`config.mk`:
```
export PLATFORM = sky130hd
export DESIGN_NAME = bus_source_arbiter_flat
export DESIGN_NICKNAME = d
export VERILOG_FILES = /design/src/rtl/bus_source_arbiter_if.sv /design/src/rtl/bus_source_arbiter.sv /design/src/flat_wrapper.sv
export SDC_FILE = /design/constraint.sdc
export NUM_CORES = 1
export LEC_CHECK = 0
export CAP_MARGIN = 20
export CORE_MARGIN = 5
export CORE_UTILIZATION = 25
export CTS_CLUSTER_DIAMETER = 100
export DETAILED_ROUTE_END_ITERATION = 10
export PLACE_DENSITY = 0.48
export SLEW_MARGIN = 30
export SYNTH_ARGS = -nofsm -noshare
export SYNTH_HDL_FRONTEND = slang
export SYNTH_SLANG_ARGS = --single-unit
```
`constraint.sdc`:
```
create_clock -name clk -period 4.95 [get_ports clk]
set_clock_uncertainty 0.1 [all_clocks]
set_input_delay 0.7425 -clock clk [delete_from_list [all_inputs] [get_ports clk]]
set_output_delay 0.7425 -clock clk [all_outputs]
set_load 0.005 [all_outputs]
```
`src/rtl/bus_source_arbiter_if.sv`:
```
// Operand-bus arbitration interface: requester handshake in, grant/select out.
// master: requester/accumulator side; slave: the arbiter.
interface bus_source_arbiter_if;
  logic [4:0] req;
  logic [4:0] last;
  logic       bus_ready;
  logic [4:0] gnt;
  logic [2:0] sel;
  logic       bus_valid;
  logic       beat;

  modport master (
    output req,
    output last,
    output bus_ready,
    input  gnt,
    input  sel,
    input  bus_valid,
    input  beat
  );

  modport slave (
    input  req,
    input  last,
    input  bus_ready,
    output gnt,
    output sel,
    output bus_valid,
    output beat
  );
endinterface

```
`src/rtl/bus_source_arbiter.sv`:
```
// Round-robin arbiter/sequencer for the 5-source 16-bit operand bus.
// Optional feature macro: BUS_ARB_HOLD_LIMIT_EN (MAX_HOLD beat limit per grant,
// enforced only while another requester is waiting).
//
// state | meaning
// IDLE  | no owner, gnt = 0, sel = 0
// OWN   | one requester owns the bus, gnt one-hot, sel = owner index
module bus_source_arbiter #(
  parameter int MAX_HOLD = 4
) (
  input  logic                  clk,
  input  logic                  rst_n,
  bus_source_arbiter_if.slave   bus
);

  typedef enum logic {
    ST_IDLE = 1'b0,
    ST_OWN  = 1'b1
  } state_t;

  state_t     r_state;
  logic [4:0] r_gnt;
  logic [2:0] r_sel;
  logic [2:0] r_ptr;
  logic [3:0] r_beat_cnt;

  logic       w_owner_req;
  logic       w_owner_last;
  logic       w_valid;
  logic       w_beat;
  logic [4:0] w_other;
  logic       w_hold_exp;
  logic       w_end;
  logic [4:0] w_mask;
  logic [2:0] w_base;
  logic [3:0] w_cand;
  logic [2:0] w_win;
  logic       w_found;

  if (MAX_HOLD < 1 || MAX_HOLD > 15) begin : g_bad_max_hold
    $error("bus_source_arbiter: MAX_HOLD must be in 1..15");
  end

  assign w_owner_req  = |(r_gnt & bus.req);
  assign w_owner_last = |(r_gnt & bus.last);
  assign w_valid      = w_owner_req;
  assign w_beat       = w_valid & bus.bus_ready;
  assign w_other      = bus.req & ~r_gnt;

`ifdef BUS_ARB_HOLD_LIMIT_EN
  assign w_hold_exp = w_beat & (r_beat_cnt >= 4'(MAX_HOLD - 1)) & (|w_other);
`else
  assign w_hold_exp = 1'b0;
`endif

  // Grant ends on a last beat, on abandon, or on hold-limit expiry.
  assign w_end = (w_beat & w_owner_last) | ~w_owner_req | w_hold_exp;

  // Round-robin search from base+1 upward, mod 5. In IDLE all requests compete
  // from ptr; while owning only the other requesters compete from the owner.
  always_comb begin
    w_mask  = (r_state == ST_IDLE) ? bus.req : w_other;
    w_base  = (r_state == ST_IDLE) ? r_ptr : r_sel;
    w_cand  = 4'd0;
    w_win   = 3'd0;
    w_found = 1'b0;
    for (int k = 1; k <= 5; k++) begin
      w_cand = {1'b0, w_base} + 4'(k);
      if (w_cand > 4'd4) w_cand = w_cand - 4'd5;
      if (!w_found && w_mask[w_cand[2:0]]) begin
        w_found = 1'b1;
        w_win   = w_cand[2:0];
      end
    end
  end

  // Arbitration FSM with registered grant, select, pointer and beat counter.
  always_ff @(posedge clk) begin
    if (!rst_n) begin
      r_state    <= ST_IDLE;
      r_gnt      <= 5'b0;
      r_sel      <= 3'd0;
      r_ptr      <= 3'd4;
      r_beat_cnt <= 4'd0;
    end else begin
      case (r_state)
        ST_IDLE: begin
          if (w_found) begin
            r_state    <= ST_OWN;
            r_gnt      <= 5'b00001 << w_win;
            r_sel      <= w_win;
            r_beat_cnt <= 4'd0;
          end
        end
        ST_OWN: begin
          if (w_end) begin
            r_ptr      <= r_sel;
            r_beat_cnt <= 4'd0;
            if (w_found) begin
              r_gnt <= 5'b00001 << w_win;
              r_sel <= w_win;
            end else begin
              r_state <= ST_IDLE;
              r_gnt   <= 5'b0;
              r_sel   <= 3'd0;
            end
          end else if (w_beat && r_beat_cnt != 4'd15) begin
            r_beat_cnt <= r_beat_cnt + 4'd1;
          end
        end
        default: begin
          r_state <= ST_IDLE;
          r_gnt   <= 5'b0;
          r_sel   <= 3'd0;
        end
      endcase
    end
  end

  assign bus.gnt       = r_gnt;
  assign bus.sel       = r_sel;
  assign bus.bus_valid = w_valid;
  assign bus.beat      = w_beat;

endmodule

```
`src/flat_wrapper.sv`:
```
// flat-port wrapper written by rule: the top's interface ports become plain ports
module bus_source_arbiter_flat 
#(
  parameter int MAX_HOLD = 4
)
  (clk, rst_n, bus_req, bus_last, bus_bus_ready, bus_gnt, bus_sel, bus_bus_valid, bus_beat);
  bus_source_arbiter_if bus_i ();
  input  logic clk;
  input  logic rst_n;
  input wire logic [$bits(bus_i.req)-1:0] bus_req;
  input wire logic [$bits(bus_i.last)-1:0] bus_last;
  input wire logic [$bits(bus_i.bus_ready)-1:0] bus_bus_ready;
  output wire logic [$bits(bus_i.gnt)-1:0] bus_gnt;
  output wire logic [$bits(bus_i.sel)-1:0] bus_sel;
  output wire logic [$bits(bus_i.bus_valid)-1:0] bus_bus_valid;
  output wire logic [$bits(bus_i.beat)-1:0] bus_beat;
  assign bus_i.req = bus_req;
  assign bus_i.last = bus_last;
  assign bus_i.bus_ready = bus_bus_ready;
  assign bus_gnt = bus_i.gnt;
  assign bus_sel = bus_i.sel;
  assign bus_bus_valid = bus_i.bus_valid;
  assign bus_beat = bus_i.beat;
  bus_source_arbiter #(.MAX_HOLD(MAX_HOLD)) u_core (.clk(clk), .rst_n(rst_n), .bus(bus_i));
endmodule
```
---- Word level (Yosys, flattened, before mapping) ----
Index checks and enable logic that the tools add are counted.
storage, ports and cells
  bits of input ports ..................... 13
  bits in registers ....................... 12
  logic and storage cells ................. 86
  output and inout bits ................... 10
operators by class
  shift operators ......................... 1
  equal/unequal tests ..................... 2
  add/sub/neg operators ................... 10
  magnitude comparators ................... 10
  bitwise gates (word level) .............. 9
  reductions and logical operators ........ 12
  mux-type cells .......................... 38
operators by type and width
  operator             count
  $mux 3               14
  $gt 4x3->1 const B   5
  $lt 3x4->1 const B   5
  $mux 5               4
  $and 5x5->5          3
  $bmux 1 s3           5
  $sub 3x3->3 const B  5
  $mux 1               12
  $pmux 5 s2           1
  $reduce_or 5->1      2
  $add 3x2->4 const B  2
  $add 3x3->4 const B  2
  $pmux 3 s2           1
  $not 5->5            1
  $shl 1x3->5 const A  1
  $add 3x1->4 const B  1
  $logic_and 1x1->1    4
  $logic_not 1->1      4
  $reduce_and 2->1     2
  $and 1x1->1          2
  $ne 2x1->1 const B   1
  $ne 2x2->1 const B   1
  $not 1->1            2
  $pmux 1 s2           1
  $or 1x1->1           1

---- Longest topological paths before layout ----
  depth in word-level cells ............... 23
  mapped depth ............................ 14
  gate-level depth less buffers ........... 12

---- Worst setup path after synthesis ----
No wires, ideal clock.
  kind .................................... flip-flop to flip-flop
  start point ............................. register u_core.r_state
  end point ............................... register u_core.r_gnt[0] (netlist: u_core.bus.gnt[0])
  arrival time ............................ 3.477 ns
  clock period less this slack ............ 3.694 ns
  path slack .............................. 1.256 ns
  cell stages (with the launch flop) ...... 14
  cells stage by stage .................... dfxtp_1 -> buf_6 -> mux2i_1 -> inv_2 -> ha_1 -> nand2b_1 -> nand2_1 -> or4_4 -> a41oi_2 -> o2111a_2 -> nor4b_1 -> o31a_1 -> nor2_2 -> a22o_1
on the way
  cells in the longest elaborated chain, start to end .. 23
ends and longest elaborated chain
  element                                           RTL line                                             text
  start, declared                                   bus_source_arbiter.sv:21                             state_t r_state;
  start signal, assigned                            bus_source_arbiter.sv:80                             r_state <= ST_IDLE;
  start signal, assigned                            bus_source_arbiter.sv:89                             r_state <= ST_OWN;
  start signal, assigned                            bus_source_arbiter.sv:103                            r_state <= ST_IDLE;
  $mux 3                                            bus_source_arbiter.sv:63                             w_base = (r_state == ST_IDLE) ? r_ptr : r_sel;
  $add 3x1->4                                       bus_source_arbiter.sv:68                             w_cand = {1'b0, w_base} + 4'(k);
  $gt 4x3->1 / $sub 3x3->3 (equally long branches)  bus_source_arbiter.sv:69                             if (w_cand > 4'd4) w_cand = w_cand - 4'd5;
  $mux 3                                            bus_source_arbiter.sv:69
  $bmux 1 s3                                        bus_source_arbiter.sv:70                             if (!w_found && w_mask[w_cand[2:0]]) begin
  $mux 1 (not written as such)                      bus_source_arbiter.sv:70
  $mux 1                                            bus_source_arbiter.sv:70
  $logic_not 1->1                                   bus_source_arbiter.sv:70
  (+7 left out)                                     -
  $mux 1                                            bus_source_arbiter.sv:70
  $logic_not 1->1                                   bus_source_arbiter.sv:70
  $logic_and 1x1->1                                 bus_source_arbiter.sv:70
  $mux 3                                            bus_source_arbiter.sv:70
  $shl 1x3->5                                       bus_source_arbiter.sv:90, bus_source_arbiter.sv:100
  $mux 5                                            bus_source_arbiter.sv:99                             if (w_found) begin
  $mux 5                                            bus_source_arbiter.sv:96                             if (w_end) begin
  $pmux 5 s2                                        bus_source_arbiter.sv:86                             case (r_state)
  end signal, assigned                              bus_source_arbiter.sv:90                             r_gnt <= 5'b00001 << w_win;
  end signal, assigned                              bus_source_arbiter.sv:100                            r_gnt <= 5'b00001 << w_win;
  end, declared                                     bus_source_arbiter.sv:22                             logic [4:0] r_gnt;
Parallel ways exist; a longest one is shown, timed or not. The select of a mux whose other input is x is not followed.
A chain may end at the register's enable or synchronous reset.

---- Worst setup path after layout ----
Ends and elaborated chain as after synthesis.

==> out/metrics.yaml <==
pwr:
  total_power_w: 0.00170
  p_per_area_nw_per_um2: 839
  p_leak_nw: 0.767
  vdd_drop_max_uv: 164
die:
  coreArea_um2: 6420
  chipHeight_um: 91.8
  io_pins: 23
  start_util_pct: 26.0
  die_area_um2: 8430
  fp-row-count: 29
  die_w_um: 91.8
clock_tree:
  cts_num_sinks: 12
  cts_buffer_depth: 2
  cts_root_buf: "clkbuf_8"
  cts_setup_buffers: 0
  cts_hold_buf: 0
  cts.repair.resized: 0
  clk_latency_ns: 0.24
  path_clk_slew_ns: 0.05
  numCtsBuffers: 3
  htree_levels: 1
  cts_tree: "yes"
synthesis:
  synth_edf_count: 0
  synth_area_per_cell_um2: 8.58
  syn_area_um2: 1670
  synth.top_cells.by_area: "dfxtp_1, ha_1, mux2i_1, nand2_1, mux2_2"
  synth_most_common_cell: "nand2_1"
  synthCells: 195
  synth.distinct_cells: 70
  synthFlopType: "dfxtp_1"
  ys_warn_count: 0
  ys_seq_area_share_pct: 14.4
  async_reset_ff_share_pct: 0
  yosysTopAreaCell: "dfxtp_1"
  syn_nets: 219
  synth_top_area_share_pct: 14.4
  synth_seq_cells: 12
  synth.cells.most_frequent: "nand2_1, dfxtp_1, ha_1"
drt:
  post-route-drc-count: 0
  first_pass_iters: 4
  vias: 1581
  antenna_left: 0
  avgRoutedWirePerCell_um: 15.7
  routed_wl_um: 4620
  via_per_inst: 5.38
  drt_iter0_drc: 124
hold_path:
  hp-start: "u_core.bus.sel[0]"
  hold_path_class: "reg -> reg"
sta:
  worst_slew_pin_slew_ns: 0.731
  slew-limit-headroom_pct: 50.8
  setup_viol: 0
  post-route-period-util_pct: 79.2
  rsz0062_at_grt: "false"
  finalHoldViolCount: 0
  drv_slew: 0
  fin_tns_setup_ns: 0
  finalCriticalPeriod_ns: 3.92
  fmax_mhz: 255
grt:
  grt_max_degree: 17
  antenna_found_initial: 0
  grt_pass1_vias: 1525
  overflow: 0
  grt_pass1_wl_um: 7650
  grt_usage_pct: 10.8
critical_path:
  critPathArrivalTime_ns: 3.95
  critPathCaptureType: "register"
  cp.required_ns: 4.98
  path_class: "reg -> reg"
  rrSetupSlack_ns: 1.03
  rr_startpoint: "u_core.r_state"
  worst_setup_path_start_kind: "register"
  path_max_fanout: 12
  crit_path_start: "u_core.r_state"
run_status:
  status: "finished, final reports clean"
cells_and_area:
  antenna_cells: 0
  drive_gt1_share_pct: 16.1
  fin_nets: 242
  syn2layout_area_growth_pct: 21.2
  fill_cells: 666
placement:
  dpl.hpwl_um: 3590
  port_buffers: 22
  gp_congestion: 0.808
flow_run:
  max-cap-violations: 0
[worst max-delay path, stage by stage (launching register included)]
cell and delay [ns]:
dfxtp_1 0.49, mux2i_4 0.53, inv_1 0.13, ha_1 0.31
nand2b_1 0.19, nand2_1 0.15, or4_4 0.56, a41oi_2 0.28
o2111a_2 0.29, nor4b_1 0.32, o31a_1 0.23, nor2_2 0.04
a22o_1 0.20
[cell usage in the layout, fill, tap and decap left out, types with 4 or more instances in the layout]
| cell type | synthesis | final |
|---|---|---|
| a21oi_1 | 5 | 5 |
| dfxtp_1 | 12 | 12 |
| mux2i_1 | 9 | 9 |
| mux2_2 | 4 | 4 |
| nand2b_1 | 7 | 7 |
| nor3_1 | 4 | 4 |
| clkdlybuf4s50_1 | 0 | 22 |
| a21bo_2 | 4 | 4 |
| o21ai_0 | 7 | 7 |
| a211oi_1 | 4 | 4 |
| nor2_1 | 10 | 10 |
| nand2_1 | 21 | 21 |
| a21boi_1 | 4 | 4 |
| o21a_1 | 4 | 4 |
| ha_1 | 11 | 11 |
| clkbuf_8 | 0 | 4 |
| a21boi_0 | 5 | 5 |
[state kept, by name (all words and copies together) (netlist names)]
| signal | count |
|---|---|
| u_core.bus.gnt | 5 |
| u_core.bus.sel | 3 |
| u_core.r_ptr | 3 |
| u_core.r_state | 1 |
[final timing paths]
check                            to  cells after the start
setup / recovery  u_core.bus.gnt[0]                     12
hold / removal    u_core.bus.sel[0]                      2
setup reg to reg  u_core.bus.gnt[0]                     12
hold reg to reg   u_core.bus.sel[0]                      2
[kinds of logic after synthesis]
kind of cell,share of synthesized area (%)
flip-flops,14.4
AND/OR/NAND/NOR,20.8
XOR/XNOR,3.07
AO/OA/AOI/OAI,36.2
buffers and inverters,3.52
adder cells (fa/ha/maj),8.23
multiplexers,13.8
[power by group]
| group | leakage, nW | switching (W) | total [W] | internal [W] |
|---|---|---|---|---|
| Clock | 0.0288 | 0.0000355 | 0.000106 | 0.0000702 |
| Sequential | 0.0985 | 0.0000452 | 0.000175 | 0.000129 |
| Combinational | 0.640 | 0.000792 | 0.00142 | 0.000628 |
[cell type report]
type | count | area [um2] | area share, %
timing repair buffer | 25 | 243 | 12.0
tap | 77 | 96.3 | 4.75
inverter | 5 | 18.8 | 0.926
clock buffer | 4 | 55.1 | 2.72
sequential | 12 | 240 | 11.9
multi-input combinational | 171 | 1370 | 67.8
[stage by stage]
step | cells | utilization (%) | cell area [um2] | setup WS [ns] | hold slack [ns]
floorplan | 195 | - | 1670 | 1.26 | 0.386
global placement | 290 | 30.7 | 1970 | 1.13 | 0.413
detailed placement | 290 | 30.7 | 1970 | 1.05 | 0.410
CTS | 294 | 31.6 | 2030 | 1.05 | 0.427
global route | 294 | 31.6 | 2030 | 0.698 | 0.455
finish | 294 | 31.6 | 2030 | 1.03 | 0.428
[routing by layer]
layer / GRT usage [%] / share of wire [%]
met5: 0 / 0
met4: 1.24 / 0.67
met3: 1.80 / 3.7
met2: 17.7 / 44
met1: 15.3 / 52
No activity file was read; power rests on OpenSTA's default activity.
